$ cat src/rtl/frame_store_arbiter.sv
// frame_store_arbiter: round-robin arbiter that puts two masters (edge
// detector "de" and host "hs") onto one single-ported synchronous SRAM.
// Each transaction takes IDLE -> ACCESS -> RESP, with a one-cycle ack in RESP.
module frame_store_arbiter #(
    parameter int ADDR_W = 18,
    parameter int DATA_W = 32
) (
    input  logic                  clk,
    input  logic                  reset,

    input  logic                  de_req,
    output logic                  de_ack,
    input  logic [ADDR_W-1:0]     de_addr,
    input  logic [DATA_W/8-1:0]   de_nbyte,
    input  logic                  de_rnw,
    input  logic [DATA_W-1:0]     de_w_data,
    output logic [DATA_W-1:0]     de_r_data,

    input  logic                  hs_req,
    output logic                  hs_ack,
    input  logic [ADDR_W-1:0]     hs_addr,
    input  logic [DATA_W/8-1:0]   hs_nbyte,
    input  logic                  hs_rnw,
    input  logic [DATA_W-1:0]     hs_w_data,
    output logic [DATA_W-1:0]     hs_r_data,

    output logic                  busy,
    output logic                  sram_en,
    output logic                  sram_we,
    output logic [ADDR_W-1:0]     sram_addr,
    output logic [DATA_W/8-1:0]   sram_be,
    output logic [DATA_W-1:0]     sram_wdata,
    input  logic [DATA_W-1:0]     sram_rdata
);

    typedef enum logic [1:0] {IDLE, ACCESS, RESP} state_t;

    state_t              state;
    logic                sel;       // 0 = de, 1 = hs
    logic                last;      // port served most recently
    logic                sel_rnw;
    logic                win;
    logic [DATA_W-1:0]   de_rq;
    logic [DATA_W-1:0]   hs_rq;

    // Round-robin winner: under contention the port not served last wins.
    always_comb begin
        win = hs_req;
        if (de_req && hs_req) begin
            win = ~last;
        end
    end

    // Transaction FSM with registered strobes, acks, busy and read-data holding registers.
    always_ff @(posedge clk) begin
        if (reset) begin
            state   <= IDLE;
            last    <= 1'b1;
            sel     <= 1'b0;
            sel_rnw <= 1'b0;
            de_ack  <= 1'b0;
            hs_ack  <= 1'b0;
            busy    <= 1'b0;
            sram_en <= 1'b0;
            sram_we <= 1'b0;
            de_rq   <= '0;
            hs_rq   <= '0;
        end else begin
            de_ack <= 1'b0;
            hs_ack <= 1'b0;
            case (state)
                IDLE: begin
                    if (de_req || hs_req) begin
                        sel     <= win;
                        sel_rnw <= win ? hs_rnw : de_rnw;
                        sram_en <= 1'b1;
                        sram_we <= ~(win ? hs_rnw : de_rnw);
                        busy    <= 1'b1;
                        state   <= ACCESS;
                    end
                end
                ACCESS: begin
                    sram_en <= 1'b0;
                    sram_we <= 1'b0;
                    if (sel) begin
                        hs_ack <= 1'b1;
                    end else begin
                        de_ack <= 1'b1;
                    end
                    state <= RESP;
                end
                RESP: begin
                    if (sel_rnw) begin
                        if (sel) begin
                            hs_rq <= sram_rdata;
                        end else begin
                            de_rq <= sram_rdata;
                        end
                    end
                    last  <= sel;
                    busy  <= 1'b0;
                    state <= IDLE;
                end
                default: begin
                    state <= IDLE;
                end
            endcase
        end
    end

    // SRAM address/lanes/data follow the selected port, forced to zero outside the access cycle.
    always_comb begin
        sram_addr  = '0;
        sram_be    = '0;
        sram_wdata = '0;
        if (sram_en) begin
            sram_addr  = sel ? hs_addr : de_addr;
            sram_wdata = sel ? hs_w_data : de_w_data;
            sram_be    = sram_we ? ~(sel ? hs_nbyte : de_nbyte) : '1;
        end
    end

    // SRAM data only arrives in the ack cycle, so it is passed through there
    // and captured into the holding register at the end of RESP.
    always_comb begin
        de_r_data = (de_ack && sel_rnw) ? sram_rdata : de_rq;
        hs_r_data = (hs_ack && sel_rnw) ? sram_rdata : hs_rq;
    end

endmodule
$ cat config.mk
export PLATFORM = sky130hd
export DESIGN_NAME = frame_store_arbiter
export DESIGN_NICKNAME = d
export VERILOG_FILES = /design/src/rtl/frame_store_arbiter.sv
export SDC_FILE = /design/constraint.sdc
export NUM_CORES = 1
export LEC_CHECK = 0
export CORE_MARGIN = 1
export CORE_UTILIZATION = 41
export CTS_CLUSTER_SIZE = 16
export DETAILED_ROUTE_END_ITERATION = 10
export PLACE_DENSITY = 0.95
export SYNTH_ARGS = -nofsm -noshare
export SYNTH_HDL_FRONTEND = slang
export SYNTH_SLANG_ARGS = --single-unit
$ cat constraint.sdc
create_clock -name clk -period 2.11 [get_ports clk]
set_input_delay 0.3165 -clock clk [delete_from_list [all_inputs] [get_ports clk]]
set_output_delay 0.3165 -clock clk [all_outputs]
set_load 0.02 [all_outputs]
==> results.md <==
- Status: finished clean
- Leakage Power: 0.00320 uW
- Layout cell share with drive strength beyond 1: 19.9%
- Highest clock rate: 482 MHz
- Max Slew Vio Count: 0
- Crit. End Element: primary output
- Total track usage: 27.0%
- Syn avg cell area: 8.70 sq um
- Antenna-violating nets left: 0
- Final setup violation count: 0
- Cts hold-fix bufs: 0
- First-pass GRT wire length: 24,000 microns
- Die ar.: 11,200 sq um
- Slowest cell on crit path: dfxtp_4
- Final min period: 2.08 ns
- Starting Density: 42.6%
- Core Area: 10,400 sq um
- Cell family with most CP delay: buffers and inverters
- Ant diodes: 0
- Final setup skew: 0.0133 ns
- Site Rows: 37
- Part of the power in the clock network: 28.6%
- Worst-path fanout max: 14
- Die Span Y: 106 microns
- Final WL: 15,300 microns
- PortBufs: 268
- Average wire per standard cell: 16.8 microns
- Logic gate share of total power: 29.1%
- DP HPWL: 11,800 microns
- Chip width: 106 microns
- Tcrit/Tclk final: 98.4%
- Antenna violations before repair: 0
- GPL Wtd Cong: 0.762
- Non-filler cells, final: 914
- Maximum vdd drop: 302 uV
- Cts bufs inserted: 9
- CP max stage delay: 0.41 ns
- TNS Setup: 0 ns
- Unique cell type count in the Yosys netlist: 26
- WS Path Type: reg2out
- Pwr Density: 461 nW/um^2
- Vias: 4,675
- Yosys top cell by area: dfxtp_1
- Clock sinks: 74
- Fin nets: 919
- WP buf/inv: 3
- Router iterations before antenna repair: 4
- Via density: 5.11
- Root Buffer: clkbuf_8
- P_int: 2420 uW
- Grt ovf: 0
- CTS tree: built
- Design area: 7390 sq um
- Boundary pin count: 269
- #FFs+latches synth: 74
- CP Cell Sequence: buf_4 > buf_12 > mux2i_2 > nor2b_1 > clkdlybuf4s15_1
- Drt drc: 0
- Synth top area cells: dfxtp_1 (33%), mux2_2 (17%), mux2i_1 (11%)
- Inst Count DP: 892
- Switching Fraction: 29.2%
- Gate Count Post-Synth: 510
- CP Data Arrival Time: 1.76 ns
- Post-DP Area: 7270 sq um
- Register area share after synthesis: 33.4%
- Area growth from synthesis to layout: 66.6%
- Synth warn: 0
- Yosys top cell area share: 33.4%
- Tightest Pin Transition: 0.411 ns
- Min-Delay Path Class: reg2reg
- Flop pwr share: 42.3%
- Maxcap violations: 0
- Synth Cell Area: 4440 sq um
- H-tree depth: 3
- Setup crit start kind: register
- Slew HR: 72.6%
- Clock transition at path regs: 0.08 ns
- Final Hold Fails: 0
- Clk Latency, worst-skew pair: 0.34 ns
- CTS max path bufs: 2
- Synthesized Nets: 656
- DRT iter0 DRCs: 276
- Worst EP required: 1.79 ns
- Pin count of the biggest net entering global routing: 74
- Vias in the first global route: 4,855
- RSZ-0062 raised after global routing: yes
- Psw: 996 uW
## power by group through the flow
stage,clock [uW],combinational [uW],sequential [uW]
floorplan,0,442,1470
global placement,0,1020,1480
detailed placement,0,1040,1480
CTS,1000,988,1440
global route,1070,1060,1450
finish,976,992,1440
## metrics by stage
step                util [%]  worst slack (ns)  power [uW]  hold WS, ns
detailed placement      69.8           -0.0457        2510        0.445
floorplan                  -             0.354        1920        0.433
CTS                     70.7           0.00147        3430        0.457
global route            71.0           -0.0200        3570        0.476
finish                  71.0            0.0335        3410        0.455
global placement        69.8           -0.0789        2490        0.439
## cell type report
| type | count | area [sq um] |
|---|---|---|
| clock buffer | 10 | 138 |
| clock inverter | 6 | 40.0 |
| fill | 833 | 3020 |
| multi-input combinational | 395 | 2730 |
| sequential | 74 | 1490 |
| tap | 136 | 170 |
| timing repair buffer | 293 | 2830 |
## repair_timing
item,CTS,global route
setup buffers,2,3
gates resized for setup,116,9
endpoints found under the setup margin,114,26
cloned,1,0
## worst reg2reg max path: cells and delay by family, from the launching register on
| kind | cells | cell delay [ns] |
|---|---|---|
| and+or+nand+nor | 2 | 0.35 |
| AOI/OAI and AO/OA | 1 | 0.14 |
| DFF | 1 | 0.41 |
| buffers and inverters | 3 | 0.63 |
## final timing paths
| path | startpoint | end | slack, ns | cells past startpoint |
|---|---|---|---|---|
| worst min-delay path | de_rq[0]$_SDFFE_PP0P_ | de_rq[0]$_SDFFE_PP0P_ | 0.46 | 2 |
| worst max-delay path | sel$_SDFFE_PP0P_ | sram_wdata[8] | 0.03 | 5 |
| worst min register to register | de_rq[0]$_SDFFE_PP0P_ | de_rq[0]$_SDFFE_PP0P_ | 0.46 | 2 |
| worst max register to register | sel$_SDFFE_PP0P_ | de_rq[2]$_SDFFE_PP0P_ | 0.52 | 6 |
## cell usage after synthesis
library cell    n
and2_1          1
nand2_1       132
a21oi_2        34
buf_4           5
and3b_1         1
nor2_1          6
a211o_1         1
a21boi_0        5
a22oi_1         1
mux2i_1        51
buf_2          17
dfxtp_1        74
nand2b_1        1
o21ai_0         2
a21oi_1        32
mux2_2         68
nor2b_1        51
nor3_1          3
nand3_1         1
nand3b_1        1
o21a_1          1
buf_6           6
nor2b_4         1
and3_1          1
a211oi_1        1
clkbuf_1       13
## placed cells by master (no fill, tap or decap), types with 2 or more instances in the layout
cell / instances
clkdlybuf4s50_1: 150
nand2_1: 130
dlygate4sd2_1: 110
dfxtp_1: 73
mux2_2: 68
nor2b_1: 51
mux2i_1: 49
a21oi_2: 34
a21oi_1: 32
buf_4: 19
clkbuf_8: 10
buf_12: 7
nor2_1: 6
a21boi_0: 5
nor3_1: 3
clkinv_2: 3
mux2i_2: 2
nand2_2: 2
o21ai_0: 2
buf_6: 2
## kinds of logic (layout without fill, tap and decap cells)
logic type / after synthesis / count (layout) / synth area share [%]
and+or+nand+nor: 199 / 199 / 20.4
muxes: 119 / 119 / 28.7
AOI/OAI and AO/OA: 77 / 77 / 12.1
DFF: 74 / 74 / 33.4
buffers and inverters: 41 / 309 / 5.38
## sequential cells by signal, summed over array words and instances, names as in the netlist
register  count
sram_en       1
state         2
last          1
de_rq        32
de_ack        1
hs_ack        1
busy          1
sel           1
sram_we       1
sel_rnw       1
hs_rq        32
## metal layers
metal | global-route usage, % | wire length, microns | vias up
met5 | 0 | 0 | -
met1 | 30.9 | 6160 | 2206
li1 | - | - | 2245
met2 | 47.9 | 7740 | 191
met4 | 11.4 | 425 | 0
met3 | 6.44 | 1000 | 33
Note: power is estimated with default switching activity, not from simulation.
